## src/rtl/fpu_issue_controller_if.sv

```systemverilog
// Decode-side, FPU-side and writeback-side signals of the FPU issue controller.
// The controller takes the slave modport; the decode/pipeline side takes master.
interface fpu_issue_controller_if #(
    parameter int LAT_W = 4
);
    logic             dec_valid;
    logic             dec_fpu_dispatch;
    logic             dec_fpu_reg_write;
    logic             dec_variable;
    logic [LAT_W-1:0] dec_latency;
    logic [4:0]       dec_rd;
    logic [4:0]       dec_rs1;
    logic [4:0]       dec_rs2;
    logic [4:0]       dec_rs3;
    logic [2:0]       dec_rs_used;
    logic [2:0]       dec_rs_fp;
    logic             dec_rd_fp;
    logic             dec_rd_write;
    logic             flush;
    logic             fpu_done;
    logic             pipe_fp_we;
    logic             pipe_int_we;
    logic             stall_decode;
    logic             fpu_start;
    logic             fpu_busy;
    logic             wb_fp_we;
    logic             wb_int_we;
    logic [4:0]       wb_rd;

    modport master (
        output dec_valid, dec_fpu_dispatch, dec_fpu_reg_write, dec_variable,
               dec_latency, dec_rd, dec_rs1, dec_rs2, dec_rs3, dec_rs_used,
               dec_rs_fp, dec_rd_fp, dec_rd_write, flush, fpu_done,
               pipe_fp_we, pipe_int_we,
        input  stall_decode, fpu_start, fpu_busy, wb_fp_we, wb_int_we, wb_rd
    );

    modport slave (
        input  dec_valid, dec_fpu_dispatch, dec_fpu_reg_write, dec_variable,
               dec_latency, dec_rd, dec_rs1, dec_rs2, dec_rs3, dec_rs_used,
               dec_rs_fp, dec_rd_fp, dec_rd_write, flush, fpu_done,
               pipe_fp_we, pipe_int_we,
        output stall_decode, fpu_start, fpu_busy, wb_fp_we, wb_int_we, wb_rd
    );
endinterface

```

## src/rtl/fpu_issue_controller.sv

```systemverilog
// Issues one op at a time to a non-pipelined multi-cycle FPU, stalls decode on
// structural/RAW/WAW hazards and arbitrates the FPU result onto a write port.
module fpu_issue_controller #(
    parameter int LAT_W = 4
) (
    input  logic                  clk,
    input  logic                  rstn,
    fpu_issue_controller_if.slave bus
);
    typedef enum logic [1:0] {IDLE, BUSY_FIX, BUSY_VAR, WB} state_t;

    state_t           state;
    state_t           state_next;
    logic [LAT_W-1:0] cnt;
    logic [LAT_W-1:0] cnt_next;
    logic [4:0]       pend_rd;
    logic             pend_fp;
    logic             pend_valid;
    logic [4:0]       wb_rd_q;

    logic raw1, raw2, raw3, waw, structural, hazard, dispatch;
    logic port_free;

    // Integer x0 never matches; FP f0 is a real register and does.
    assign raw1 = bus.dec_rs_used[0] & pend_valid & (bus.dec_rs_fp[0] == pend_fp)
                & (bus.dec_rs1 == pend_rd) & (bus.dec_rs_fp[0] | (bus.dec_rs1 != 5'd0));
    assign raw2 = bus.dec_rs_used[1] & pend_valid & (bus.dec_rs_fp[1] == pend_fp)
                & (bus.dec_rs2 == pend_rd) & (bus.dec_rs_fp[1] | (bus.dec_rs2 != 5'd0));
    assign raw3 = bus.dec_rs_used[2] & pend_valid & (bus.dec_rs_fp[2] == pend_fp)
                & (bus.dec_rs3 == pend_rd) & (bus.dec_rs_fp[2] | (bus.dec_rs3 != 5'd0));
    assign waw  = bus.dec_rd_write & pend_valid & (bus.dec_rd_fp == pend_fp)
                & (bus.dec_rd == pend_rd) & (bus.dec_rd_fp | (bus.dec_rd != 5'd0));
    assign structural = bus.dec_fpu_dispatch;
    assign hazard     = structural | raw1 | raw2 | raw3 | waw;

    assign bus.stall_decode = bus.dec_valid & (state != IDLE) & hazard;
    assign dispatch  = bus.dec_valid & bus.dec_fpu_dispatch & ~bus.stall_decode & ~bus.flush;
    assign bus.fpu_start = dispatch;
    assign bus.fpu_busy  = (state != IDLE);

    assign port_free     = pend_fp ? ~bus.pipe_fp_we : ~bus.pipe_int_we;
    assign bus.wb_fp_we  = (state == WB) & pend_valid & pend_fp & ~bus.pipe_fp_we;
    assign bus.wb_int_we = (state == WB) & pend_valid & ~pend_fp & ~bus.pipe_int_we;
    assign bus.wb_rd     = (state == WB) ? pend_rd : wb_rd_q;

    always_comb begin
        state_next = state;
        cnt_next   = cnt;
        case (state)
            IDLE: begin
                if (dispatch) begin
                    if (bus.dec_variable) begin
                        state_next = BUSY_VAR;
                    end else if (bus.dec_latency <= LAT_W'(1)) begin
                        state_next = WB;
                    end else begin
                        state_next = BUSY_FIX;
                        cnt_next   = bus.dec_latency - LAT_W'(2);
                    end
                end
            end
            BUSY_FIX: begin
                if (cnt == '0) begin
                    state_next = WB;
                end else begin
                    cnt_next = cnt - LAT_W'(1);
                end
            end
            BUSY_VAR: begin
                if (bus.fpu_done) begin
                    state_next = WB;
                end
            end
            WB: begin
                // A blocked port holds WB; the pipeline writeback always wins.
                if (!pend_valid || port_free) begin
                    state_next = IDLE;
                end
            end
            default: state_next = IDLE;
        endcase
    end

    always_ff @(posedge clk or negedge rstn) begin
        if (!rstn) begin
            state   <= IDLE;
            cnt     <= '0;
            wb_rd_q <= 5'd0;
        end else begin
            state <= state_next;
            cnt   <= cnt_next;
            if (state == WB) begin
                wb_rd_q <= pend_rd;
            end
        end
    end

    always_ff @(posedge clk or negedge rstn) begin
        if (!rstn) begin
            pend_rd    <= 5'd0;
            pend_fp    <= 1'b0;
            pend_valid <= 1'b0;
        end else if (dispatch) begin
            pend_rd    <= bus.dec_rd;
            pend_fp    <= bus.dec_fpu_reg_write;
            pend_valid <= bus.dec_fpu_reg_write | (bus.dec_rd != 5'd0);
        end
    end
endmodule

```

## src/flat_wrapper.sv

```systemverilog
// flat-port wrapper written by rule: the top's interface ports become plain ports
module fpu_issue_controller_flat 
#(
    parameter int LAT_W = 4
)
  (clk, rstn, bus_dec_valid, bus_dec_fpu_dispatch, bus_dec_fpu_reg_write, bus_dec_variable, bus_dec_latency, bus_dec_rd, bus_dec_rs1, bus_dec_rs2, bus_dec_rs3, bus_dec_rs_used, bus_dec_rs_fp, bus_dec_rd_fp, bus_dec_rd_write, bus_flush, bus_fpu_done, bus_pipe_fp_we, bus_pipe_int_we, bus_stall_decode, bus_fpu_start, bus_fpu_busy, bus_wb_fp_we, bus_wb_int_we, bus_wb_rd);
  fpu_issue_controller_if #(.LAT_W(LAT_W)) bus_i ();
  input  logic clk;
  input  logic rstn;
  input wire logic [$bits(bus_i.dec_valid)-1:0] bus_dec_valid;
  input wire logic [$bits(bus_i.dec_fpu_dispatch)-1:0] bus_dec_fpu_dispatch;
  input wire logic [$bits(bus_i.dec_fpu_reg_write)-1:0] bus_dec_fpu_reg_write;
  input wire logic [$bits(bus_i.dec_variable)-1:0] bus_dec_variable;
  input wire logic [$bits(bus_i.dec_latency)-1:0] bus_dec_latency;
  input wire logic [$bits(bus_i.dec_rd)-1:0] bus_dec_rd;
  input wire logic [$bits(bus_i.dec_rs1)-1:0] bus_dec_rs1;
  input wire logic [$bits(bus_i.dec_rs2)-1:0] bus_dec_rs2;
  input wire logic [$bits(bus_i.dec_rs3)-1:0] bus_dec_rs3;
  input wire logic [$bits(bus_i.dec_rs_used)-1:0] bus_dec_rs_used;
  input wire logic [$bits(bus_i.dec_rs_fp)-1:0] bus_dec_rs_fp;
  input wire logic [$bits(bus_i.dec_rd_fp)-1:0] bus_dec_rd_fp;
  input wire logic [$bits(bus_i.dec_rd_write)-1:0] bus_dec_rd_write;
  input wire logic [$bits(bus_i.flush)-1:0] bus_flush;
  input wire logic [$bits(bus_i.fpu_done)-1:0] bus_fpu_done;
  input wire logic [$bits(bus_i.pipe_fp_we)-1:0] bus_pipe_fp_we;
  input wire logic [$bits(bus_i.pipe_int_we)-1:0] bus_pipe_int_we;
  output wire logic [$bits(bus_i.stall_decode)-1:0] bus_stall_decode;
  output wire logic [$bits(bus_i.fpu_start)-1:0] bus_fpu_start;
  output wire logic [$bits(bus_i.fpu_busy)-1:0] bus_fpu_busy;
  output wire logic [$bits(bus_i.wb_fp_we)-1:0] bus_wb_fp_we;
  output wire logic [$bits(bus_i.wb_int_we)-1:0] bus_wb_int_we;
  output wire logic [$bits(bus_i.wb_rd)-1:0] bus_wb_rd;
  assign bus_i.dec_valid = bus_dec_valid;
  assign bus_i.dec_fpu_dispatch = bus_dec_fpu_dispatch;
  assign bus_i.dec_fpu_reg_write = bus_dec_fpu_reg_write;
  assign bus_i.dec_variable = bus_dec_variable;
  assign bus_i.dec_latency = bus_dec_latency;
  assign bus_i.dec_rd = bus_dec_rd;
  assign bus_i.dec_rs1 = bus_dec_rs1;
  assign bus_i.dec_rs2 = bus_dec_rs2;
  assign bus_i.dec_rs3 = bus_dec_rs3;
  assign bus_i.dec_rs_used = bus_dec_rs_used;
  assign bus_i.dec_rs_fp = bus_dec_rs_fp;
  assign bus_i.dec_rd_fp = bus_dec_rd_fp;
  assign bus_i.dec_rd_write = bus_dec_rd_write;
  assign bus_i.flush = bus_flush;
  assign bus_i.fpu_done = bus_fpu_done;
  assign bus_i.pipe_fp_we = bus_pipe_fp_we;
  assign bus_i.pipe_int_we = bus_pipe_int_we;
  assign bus_stall_decode = bus_i.stall_decode;
  assign bus_fpu_start = bus_i.fpu_start;
  assign bus_fpu_busy = bus_i.fpu_busy;
  assign bus_wb_fp_we = bus_i.wb_fp_we;
  assign bus_wb_int_we = bus_i.wb_int_we;
  assign bus_wb_rd = bus_i.wb_rd;
  fpu_issue_controller #(.LAT_W(LAT_W)) u_core (.clk(clk), .rstn(rstn), .bus(bus_i));
endmodule
```

## config.mk

```make
export PLATFORM = sky130hd
export DESIGN_NAME = fpu_issue_controller_flat
export DESIGN_NICKNAME = d
export VERILOG_FILES = /design/src/rtl/fpu_issue_controller_if.sv /design/src/rtl/fpu_issue_controller.sv /design/src/flat_wrapper.sv
export SDC_FILE = /design/constraint.sdc
export NUM_CORES = 1
export LEC_CHECK = 0
export CAP_MARGIN = 20
export CORE_ASPECT_RATIO = 1.1
export CORE_MARGIN = 2
export CORE_UTILIZATION = 37
export DETAILED_ROUTE_END_ITERATION = 7
export MAX_ROUTING_LAYER = met4
export PLACE_DENSITY = 0.65
export SLEW_MARGIN = 5
export SYNTH_ARGS = -nofsm -noshare
export SYNTH_HDL_FRONTEND = slang
export SYNTH_SLANG_ARGS = --single-unit
```

## constraint.sdc

```tcl
create_clock -name clk -period 2.1 [get_ports clk]
set_clock_uncertainty 0.15 [all_clocks]
set_input_delay 0.315 -clock clk [delete_from_list [all_inputs] [get_ports clk]]
set_output_delay 0.315 -clock clk [all_outputs]
set_load 0.1 [all_outputs]
```

==> flow_summary.ini <==
[sta]
period_share_pct = 116.1
slew_violations = 0
setup_slack_ns = -0.3381
worst_pin_slew_ns = 0.4140
fmax_mhz = 410.2
final-hold-violation-count = 0
rsz0062_at_grt = true
min_period_ns = 2.438
slew_headroom_pct = 72.40
finalSetupViolCount = 1

[placement]
gp_congestion = 0.8535
place_ws_ns = -0.4664
dp.cells = 271
dpl.hpwl_um = 3122
portBuffers = 51

[critical_path]
r2r-start = u_core.state[0]
cp.arrival_ns = 1.97
r2r_setup_slack_ns = 0.17
cp.required_ns = 1.63
rr_endpoint = u_core.state[0]
critical_path_class = flip-flop to output port
end_kind = output port
reg2reg_depth = 4
cp_max_fo = 4
crit_path_start_kind = flip-flop

[power]
irDropWorstVdd_uv = 1468
fin_total_pwr_uw = 3566
p_leak_uw = 0.001071
p_per_area_nw_per_um2 = 1469

[synthesis]
ys_seq_area_share_pct = 33.03
yosysWarningCount = 0
yosysMostFrequentCell = nand2_1
synth_cell_types = 34
synth_area_leaders = dfrtp_1 33%, xnor2_1 11%, nand2_1 8.5%
async_flop_share_pct = 100.0
ys.flop_type = dfrtp_1
syn_avg_cell_area_um2 = 8.632
yosysTopAreaCell = dfrtp_1
synth_edf_count = 0
synth_area_um2 = 1364
synth_top_area_share_pct = 33.03
synth-seq-cells = 18
synth_nets = 206
syn_inst = 158
synth_common_cells = 31 x nand2_1, 18 x dfrtp_1, 17 x xnor2_1

[layout]
drive_gt1_share_pct = 33.19
final_core_util_pct = 67.48
regArea_um2 = 455.4
nFillCells = 298
area_growth_pct = 77.98
multi_input_area_um2 = 980.9
num_antenna_cells = 0
fin_nets = 282
fin_cells = 282

[cts]
htreeDepth = 1
ctsHoldBuffers = 0
clock_latency_ns = 0.25
root_buffer = clkbuf_8
cts_sinks = 18
cts_tree = yes
clkSlewWorstSetupHoldPaths_ns = 0.07
cts_buffers = 3
cts.path.max_buffers = 2

[status]
violations = setup timing
status = complete, but fails checks

[routing]
wl_per_cell_um = 14.40
drt-total-wl_um = 4061
vias = 1419
drtAntennaViolNets = 0
first_pass_iters = 4
drc = 0
drt_iter0_markers = 53
routed_via_density = 5.032

[flow_run]
maxCapViolCount = 0

[global_route]
grt_overflow = 0
grt_usage_pct = 21.75
grt_first_pass_wirelength_um = 6582
antenna_found_initial = 0
grt_start_max_net_pins = 19
grt_pass1_vias = 1517

[hold_path]
hold_path.class = input port to asynchronous set/reset pin

[floorplanning]
core_um2 = 3597
die_y_um = 67.68
die-area_um2 = 4188
io_pins = 52
die_x_um = 61.89
rows = 23
initial_utilization_pct = 37.91
## worst max-delay path by stage
| stage | start | end | depth (start not counted) |
|---|---|---|---|
| final | u_core.pend_rd[4] | bus_stall_decode | 7 |
| after CTS | u_core.pend_rd[4] | bus_stall_decode | 7 |
| after floorplan | u_core.pend_rd[3] | bus_stall_decode | 6 |
| after detailed placement | bus_dec_rd[2] | bus_stall_decode | 7 |
| after global routing | u_core.pend_rd[4] | bus_stall_decode | 7 |
| after global placement | bus_dec_rd[2] | bus_stall_decode | 7 |
## power by group
group | internal [uW] | switching, uW | leakage, uW | total, uW
sequential | 527 | 207 | 0.000216 | 735
combinational | 1180 | 1420 | 0.000833 | 2600
clock | 127 | 103 | 0.0000216 | 230
total | 1840 | 1730 | 0.00107 | 3570
## routing by layer
metal,vias up,global-route usage (%),part of all wire [%]
met3,6,2.874,4.5
li1,694,-,-
met1,677,23.61,39
met2,42,40.53,55
met5,-,-,0
met4,0,5.851,1.6
## worst max-delay path: stages (launching register included)
cell and delay, ns:
dfrtp_2 0.43, buf_6 0.13, xnor2_2 0.11, nand4_1 0.14
a2111oi_2 0.31, o21ai_1 0.16, a41oi_4 0.25, buf_12 0.20
## area by class of cell
class	count	share of cell area [%]
flip-flops and latches	18	18.76
multi-input cells	120	40.41
well taps	50	2.577
clock buffers	3	1.701
inverters	11	2.010
repair buffers	80	34.54
## sequential cells by signal (all words and copies together), names as in the netlist
register	count
u_core.pend_fp	1
u_core.pend_valid	1
u_core.cnt	4
u_core.state	2
u_core.pend_rd	5
u_core.wb_rd_q	5
## cells in the final DEF (no fill, tap or decap), types with 2 or more instances in the layout
| cell type | netlist | routed |
|---|---|---|
| xnor2_2 | 0 | 7 |
| dlygate4sd2_1 | 0 | 9 |
| xnor2_1 | 17 | 9 |
| nor3_4 | 0 | 2 |
| buf_4 | 0 | 26 |
| o21ai_0 | 7 | 5 |
| inv_1 | 9 | 7 |
| a2111oi_4 | 0 | 2 |
| or4_1 | 3 | 2 |
| xor2_1 | 4 | 4 |
| mux2_2 | 5 | 5 |
| clkdlybuf4s50_1 | 0 | 28 |
| o21ai_1 | 7 | 8 |
| ha_1 | 6 | 4 |
| nand4_1 | 4 | 4 |
| nor2_1 | 6 | 6 |
| inv_2 | 2 | 2 |
| a21oi_1 | 4 | 3 |
| dfrtp_2 | 0 | 4 |
| dlymetal6s2s_1 | 0 | 4 |
| nor3_1 | 7 | 5 |
| nand2_1 | 31 | 30 |
| buf_6 | 6 | 3 |
| buf_12 | 0 | 10 |
| mux2_1 | 2 | 2 |
| dfrtp_1 | 18 | 14 |
| clkbuf_8 | 0 | 3 |
## per-stage QoR
| stage | cell area [um^2] | hold slack [ns] | setup TNS (ns) |
|---|---|---|---|
| 6_report | 2427 | 0.2427 | -0.3381 |
| 5_1_grt | 2427 | 0.2858 | -0.4675 |
| 4_1_cts | 2307 | 0.2448 | -0.3455 |
| 3_5_place_dp | 2193 | 0.3747 | -0.4664 |
| 3_3_place_gp | 2193 | 0.3686 | -0.4484 |
| 2_1_floorplan | 1444 | -0.1306 | -0.1850 |
## repair_timing
action	CTS	global route
endpoints found under the setup margin	2	9
pin swaps	7	12
buffers inserted	2	7
resized for setup	28	16
## kinds of logic (layout without fill, tap and decap cells)
family / count (synthesis) / count (layout) / synth area share, %
adder cells (fa/ha/maj): 6 / 6 / 5.504
AND/OR/NAND/NOR: 55 / 55 / 17.98
buffers and inverters: 20 / 94 / 8.899
multiplexers: 8 / 8 / 6.513
XOR/XNOR: 21 / 21 / 13.49
flip-flops: 18 / 18 / 33.03
AO/OA/AOI/OAI: 30 / 30 / 14.59
Power figures use the tool's default switching activity.
